--- config.mk ---
export PLATFORM = sky130hd
export DESIGN_NAME = if_hazard_ctrl
export DESIGN_NICKNAME = d
export VERILOG_FILES = /design/src/rtl/if_hazard_ctrl.sv
export SDC_FILE = /design/constraint.sdc
export NUM_CORES = 1
export LEC_CHECK = 0
export CORE_MARGIN = 3
export CORE_UTILIZATION = 33
export DETAILED_ROUTE_END_ITERATION = 12
export PLACE_DENSITY = 0.86
export SLEW_MARGIN = 10
export SYNTH_ARGS = -nofsm -noshare
export SYNTH_HDL_FRONTEND = slang
export SYNTH_SLANG_ARGS = --single-unit
--- constraint.sdc ---
create_clock -name clk -period 1.59 [get_ports clk]
set_input_delay 0.2385 -clock clk [delete_from_list [all_inputs] [get_ports clk]]
set_output_delay 0.2385 -clock clk [all_outputs]
set_load 0.02 [all_outputs]
--- src/rtl/if_hazard_ctrl.sv ---
// if_hazard_ctrl: IF-stage redirect/stall/trap arbiter with irq holdoff; IF_HAZARD_CTRL_STALL_CNT_EN enables stall_count
module if_hazard_ctrl #(
  parameter int unsigned TRAP_HOLDOFF = 3
) (
  input  logic        clk,
  input  logic        reset,
  input  logic        mem_busy,
  input  logic        exception_req,
  input  logic        irq_req,
  input  logic        kernel_mode,
  input  logic        branch_EX,
  input  logic        jr_ID,
  input  logic        jump_ID,
  input  logic        load_use,
  output logic [3:0]  PC_Src,
  output logic        IF_Flush,
  output logic        IF_Pause,
  output logic        ID_Flush,
  output logic        ID_Pause,
  output logic        EX_Flush,
  output logic        intruption,
  output logic        exception,
  output logic        irq_ack,
  output logic [31:0] stall_count
);
  typedef enum logic {RUN, TRAP} state_t;
  state_t state, state_n;
  logic [3:0] cnt, cnt_n;
  logic irq_pending, take;
  assign take = state == RUN && irq_pending && !kernel_mode && !(branch_EX || jr_ID || jump_ID || load_use);
  always_comb begin
    PC_Src = 4'd0;
    IF_Flush = 1'b0;
    IF_Pause = 1'b0;
    ID_Flush = 1'b0;
    ID_Pause = 1'b0;
    EX_Flush = 1'b0;
    intruption = 1'b0;
    exception = 1'b0;
    irq_ack = 1'b0;
    state_n = state;
    cnt_n = cnt;
    if (!reset) begin
      if (mem_busy) begin
        IF_Pause = 1'b1;
        ID_Pause = 1'b1;
      end else if (exception_req) begin
        exception = 1'b1;
        IF_Flush = 1'b1;
        ID_Flush = 1'b1;
        EX_Flush = 1'b1;
        state_n = TRAP;
        cnt_n = 4'(TRAP_HOLDOFF);
      end else begin
        if (state == TRAP) begin
          state_n = cnt <= 4'd1 ? RUN : TRAP;
          cnt_n = cnt <= 4'd1 ? 4'd0 : cnt - 4'd1;
        end
        if (take) begin
          intruption = 1'b1;
          irq_ack = 1'b1;
          IF_Flush = 1'b1;
          ID_Flush = 1'b1;
          state_n = TRAP;
          cnt_n = 4'(TRAP_HOLDOFF);
        end else if (branch_EX) begin
          PC_Src = 4'd1;
          IF_Flush = 1'b1;
          ID_Flush = 1'b1;
        end else if (jr_ID) begin
          PC_Src = 4'd3;
          IF_Flush = 1'b1;
        end else if (jump_ID) begin
          PC_Src = 4'd2;
          IF_Flush = 1'b1;
        end else if (load_use) begin
          IF_Pause = 1'b1;
          ID_Flush = 1'b1;
        end
      end
    end
  end
  always_ff @(posedge clk) begin
    if (reset) begin
      state <= RUN;
      cnt <= 4'd0;
      irq_pending <= 1'b0;
    end else begin
      state <= state_n;
      cnt <= cnt_n;
      irq_pending <= !irq_ack && (irq_pending || irq_req);
    end
  end
`ifdef IF_HAZARD_CTRL_STALL_CNT_EN
  logic [31:0] stall_q;
  always_ff @(posedge clk) begin
    if (reset) stall_q <= 32'd0;
    else if (IF_Pause && !(&stall_q)) stall_q <= stall_q + 32'd1;
  end
  assign stall_count = reset ? 32'd0 : stall_q;
`else
  assign stall_count = 32'd0;
`endif
endmodule

==> results.py, run 1 <==
metrics = {
    "worst_setup_path": {
        "cp.required_ns": 1.35,
        "path_buf_inv": 1,
        "critPathTopFamily": "flip-flops",
        "cp_max_fo": 3,
        "max_stage_delay_ns": 0.34,
        "cp-start-kind": "flip-flop",
        "crit_arrival_ns": 1.40,
        "cpMaxStageDelayCell": "dfxtp_2",
        "worstSetupEndpointType": "output port",
        "crit_chain": "nor4b_4, a21oi_2, a211oi_2, buf_4",
        "rrSetupSlack_ns": 0.11,
        "crit_type": "reg2out",
    },
    "yosys": {
        "synth-compound-area-share_pct": 18.3,
        "syn_inst": 96,
        "synthSimpleGateAreaFrac_pct": 20.3,
        "synth_seq_cells": 6,
        "syn_area_per_cell_sq_um": 7.49,
        "synth_fa_ha_area_share_pct": 3.48,
        "synth_warnings": 0,
        "ys_seq_area_share_pct": 16.7,
        "synth_top_family_by_area": "buffers and inverters",
        "ys_types": 25,
        "synth_xor_area_share_pct": 0,
        "muxShareOfSynthArea_pct": 0,
        "synth_area_sq_um": 719,
    },
    "finish": {
        "diodes": 0,
        "fin_cells": 151,
        "nets": 138,
        "fillers": 219,
        "area_growth_pct": 24.3,
        "final_cell_area_sq_um": 895,
        "multiInputGateArea_sq_um": 474,
        "drive_above_1_share_pct": 29.0,
        "seq_area_sq_um": 123,
    },
    "global_route": {
        "grt_start_max_net_pins": 13,
        "grt_overflow": 0,
        "grt_usage_pct": 13.7,
        "antenna_found_initial": 0,
        "grt_pass1_wl_um": 2790,
        "grt_pass1_vias": 625,
    },
    "die": {
        "core_sq_mm": 0.00202,
        "die_w_um": 52.7,
        "fp.dieH_um": 52.7,
        "dieArea_sq_mm": 0.00278,
        "io_pins": 54,
        "start_util_pct": 35.6,
        "rows": 16,
    },
    "clocking": {
        "cts.sinks": 6,
        "clock_path_buffers": 2,
        "htree_levels": 1,
        "cts_hold_buffers": 0,
        "cts_buffers": 3,
        "cts_root_buffer": "clkbuf_4",
        "worstSkewPairLatency_ns": 0.25,
        "cts_tree": "done",
        "cts.clk_slew.worst_paths_ns": 0.05,
    },
    "detailed_routing": {
        "avgViaCountPerCell": 4.47,
        "avgRoutedWirePerCell_um": 11.5,
        "dr.max_layer_used": "met4",
        "antenna_left": 0,
        "drt_pass1_iterations": 4,
        "routed_wl_um": 1730,
        "vias": 675,
        "drt_iter0_drc": 24,
        "met2_length_um": 935,
        "wl_met3_um": 140,
        "drc": 0,
        "wl_met1_um": 645,
    },
    "placed_design": {
        "dp_cells": 147,
        "gp_congestion": 0.792,
        "placed_area_sq_um": 877,
        "preCtsSetupSlack_ns": -0.768,
        "io_buffers": 19,
        "dp_hpwl_um": 1340,
    },
    "timing": {
        "clock.fmax_mhz": 609,
        "setup_viol": 2,
        "fin_skew_ns": 0.00776,
        "fin_ws_ns": -0.0512,
        "maxSlewViolCount": 0,
        "fin_crit_ns": 1.64,
        "rsz0062_at_grt": "true",
        "hold_viol_final": 0,
        "period_share_pct": 103,
    },
    "power_and_ir_drop": {
        "vdd_drop_max_mv": 0.294,
        "power_density_mw_per_mm2": 597,
        "power_leakage_nw": 0.434,
    },
    "worst_hold_path": {
        "hp-class": "in2reg",
    },
    "run_status": {
        "outcome": "complete, but fails checks",
        "violations": "setup timing",
    },
    "job": {
        "drv_cap": 0,
    },
}
path summary, 6_finish.rpt:
path	start	depth (start not counted)	end
setup / recovery	state	4	ID_Flush
hold / removal	reset	3	cnt[0]
setup reg to reg	cnt[0]	6	cnt[0]
hold reg to reg	cnt[0]	2	cnt[0]
cell families (layout without fill, tap and decap cells):
| group | after synthesis | count (layout) |
|---|---|---|
| compound gates | 18 | 18 |
| fa+ha+maj | 2 | 2 |
| buf+inv | 42 | 37 |
| flops | 6 | 6 |
| other cells | 1 | 34 |
| simple gates | 27 | 27 |
registers in the layout (all words and copies together), names as in the netlist:
name	cells
cnt	4
irq_pending	1
state	1
synthesized netlist by cell type, drive strengths merged:
cell type  count  area [sq um]
o21ai          2          10.0
nand2b         2          12.5
clkbuf         2          7.51
inv            4          15.0
a31oi          4          25.0
ha             2          25.0
o41ai          1          8.76
or3            3          18.8
o32ai          1          8.76
conb           1          3.75
a221oi         1          15.0
nand2          1          3.75
buf           36           270
a211oi         2          15.0
and3b          1          8.76
nor2b          1          6.26
nor4b          1          8.76
nor3           7          46.3
dfxtp          6           120
o21a           1          7.51
a211o          1          8.76
nor2          11          41.3
a311oi         2          17.5
a21oi          3          15.0
final cells by class:
type,instances,area share (%)
Clock buffer,3,2.52
Inverter,4,1.68
Multi-Input combinational cell,81,53.0
Sequential cell,6,13.7
Tap cell,27,3.78
Timing Repair Buffer,30,25.3
per-layer routing:
metal,track usage [%],vias to the layer above
li1,-,324
met1,13.6,316
met2,25.4,33
met3,3.99,2
met4,6.81,0
met5,0,-
worst reg2reg max path, stage by stage, from the launching register on:
cell and delay, ns:
dfxtp_2 0.36, inv_1 0.07, ha_1 0.23, nor2_2 0.12
nor3_1 0.08, a211o_1 0.31, a221oi_2 0.21
stage by stage:
stage	utilization, %	TNS [ns]	power (mW)	hold slack (ns)
after global routing	44.2	-0.369	0.574	0.521
final	44.2	-0.0985	0.534	0.506
after CTS	44.1	-0.0399	0.536	0.516
after detailed placement	43.4	-6.55	0.391	0.538
after global placement	43.4	-5.93	0.386	0.524
after floorplan	-	0	0.377	0.401
repair_timing:
item,4_1_cts,5_1_grt
setup buffers,1,0
resized for setup,59,2
setup endpoints to repair,10,6
pin swaps,5,2
where the power goes:
part	internal [mW]	leakage [nW]	switching, mW
combinational	0.0703	0.370	0.153
sequential	0.160	0.0500	0.00774
clock	0.0856	0.0138	0.0581
total	0.316	0.434	0.219
placed cells by master, fill, tap and decap left out, types with 3 or more instances in the layout:
cell / n
conb_1: 34
buf_4: 14
nor2_1: 9
dlygate4sd2_1: 8
buf_2: 6
nor3_1: 5
inv_1: 4
a31oi_1: 4
dfxtp_1: 4
clkbuf_4: 3
Power figures use the tool's default switching activity.
==> run 2: changes to the inputs <==
--- a/config.mk
+++ b/config.mk
@@ -5,7 +5,6 @@
 export SDC_FILE = /design/constraint.sdc
 export NUM_CORES = 1
 export LEC_CHECK = 0
-export CORE_MARGIN = 3
 export CORE_UTILIZATION = 33
 export DETAILED_ROUTE_END_ITERATION = 12
 export PLACE_DENSITY = 0.86
==> results.py, run 2 (synthesized netlist as in run 1, its figures left out) <==
metrics = {
    "worst_setup_path": {
        "crit_chain": "nor4b_4, a21oi_2, a211oi_2, buf_4",
        "rrSetupSlack_ns": 0.16,
        "worstSetupEndpointType": "output port",
        "cp-start-kind": "flip-flop",
        "crit_type": "reg2out",
        "cp_max_fo": 3,
        "crit_arrival_ns": 1.35,
        "cp.required_ns": 1.35,
        "cpMaxStageDelayCell": "dfxtp_2",
        "max_stage_delay_ns": 0.33,
    },
    "placed_design": {
        "gp_congestion": 0.896,
        "io_buffers": 19,
        "dp_hpwl_um": 1230,
    },
    "timing": {
        "maxSlewViolCount": 0,
        "hold_viol_final": 0,
        "fin_skew_ns": 0.00508,
        "fin_crit_ns": 1.59,
        "fin_ws_ns": -0.00302,
        "clock.fmax_mhz": 628,
        "rsz0062_at_grt": "true",
        "period_share_pct": 100,
        "setup_viol": 1,
    },
    "clocking": {
        "cts_buffers": 3,
        "clock_path_buffers": 2,
        "worstSkewPairLatency_ns": 0.26,
        "cts.sinks": 6,
        "cts_tree": "done",
        "cts_hold_buffers": 0,
        "htree_levels": 1,
        "cts_root_buffer": "clkbuf_4",
        "cts.clk_slew.worst_paths_ns": 0.05,
    },
    "finish": {
        "drive_above_1_share_pct": 31.0,
        "area_growth_pct": 31.3,
        "regMostFlops": "cnt",
        "multiInputGateArea_sq_um": 482,
        "diodes": 0,
        "seq_area_sq_um": 124,
        "largest_reg_flops": 4,
        "reg.largest.list": "cnt x4, irq_pending x1, state x1",
        "final_common_cell": "conb_1",
        "final_util_pct": 47.2,
        "final_cell_mix": "conb_1 (34), buf_4 (15), nor2_1 (9), dlygate4sd2_1 (9), nor3_1 (5)",
        "nets": 140,
        "fillers": 210,
    },
    "detailed_routing": {
        "avgRoutedWirePerCell_um": 10.8,
        "routed_wl_um": 1650,
        "drt_pass1_iterations": 4,
        "antenna_left": 0,
        "avgViaCountPerCell": 4.56,
        "vias": 698,
        "drt_iter0_drc": 23,
        "drc": 0,
    },
    "power_and_ir_drop": {
        "finalPower_mw": 0.553,
        "power_leakage_nw": 0.444,
        "vdd_drop_max_mv": 0.422,
        "power_density_mw_per_mm2": 585,
    },
    "die": {
        "dieArea_sq_mm": 0.00237,
        "start_util_pct": 35.9,
        "rows": 16,
        "die_w_um": 48.7,
        "core_sq_mm": 0.00200,
        "fp.dieH_um": 48.7,
        "io_pins": 54,
    },
    "global_route": {
        "grt_overflow": 0,
        "grt_usage_pct": 13.7,
        "antenna_found_initial": 0,
        "grt_pass1_vias": 604,
        "grt_pass1_wl_um": 2510,
        "grt_start_max_net_pins": 13,
    },
    "run_status": {
        "violations": "setup timing",
        "outcome": "complete, but fails checks",
    },
    "worst_hold_path": {
        "hp-class": "in2reg",
    },
    "job": {
        "drv_cap": 0,
    },
}
run 2: path summary, 6_finish.rpt:
path                             start        to  cells past startpoint
worst max-delay path             state  ID_Flush                      4
worst min-delay path             reset    cnt[0]                      3
worst max register to register  cnt[0]    cnt[0]                      6
worst min register to register  cnt[0]    cnt[0]                      2
run 2: repair_timing:
item                       4_1_cts  5_1_grt
setup endpoints to repair       10        5
pin swaps                        8        3
gates resized for setup         61        4
buffers inserted                 1        1
run 2: power by group:
group | internal, mW | switching [mW]
combinational | 0.0773 | 0.155
clock | 0.0862 | 0.0669
sequential | 0.160 | 0.00703
total | 0.323 | 0.229
run 2: area by class of cell:
cell class,count,area share [%]
well taps,27,3.58
flip-flops and latches,6,13.1
multi-input cells,81,51.0
clock buffers,3,2.38
inverters,4,1.59
repair buffers,32,28.3
run 2: per-stage QoR:
step,worst slack (ns),instances,TNS [ns],area (sq um),hold WS [ns]
global placement,-0.709,148,-5.95,885,0.526
global route,-0.0399,153,-0.0714,945,0.542
finish,-0.00302,153,-0.00302,945,0.502
floorplan,0.0579,129,0,856,0.401
detailed placement,-0.743,148,-6.22,885,0.536
CTS,-0.0470,152,-0.0502,930,0.508
run 2: routing by layer:
metal / up-vias / part of all wire [%] / GRT usage [%]
li1: 325 / - / -
met5: - / 0 / 0
met3: 5 / 6.1 / 0.943
met4: 0 / 2.7 / 8.82
met2: 45 / 57 / 26.9
met1: 323 / 35 / 13.7
run 2: worst max-delay path: cells and delay by family, from the launching register on:
kind,cells,cell delay (ns)
AND/OR/NAND/NOR,1,0.24
AO/OA/AOI/OAI,2,0.34
buffers and inverters,1,0.18
flip-flops,1,0.33
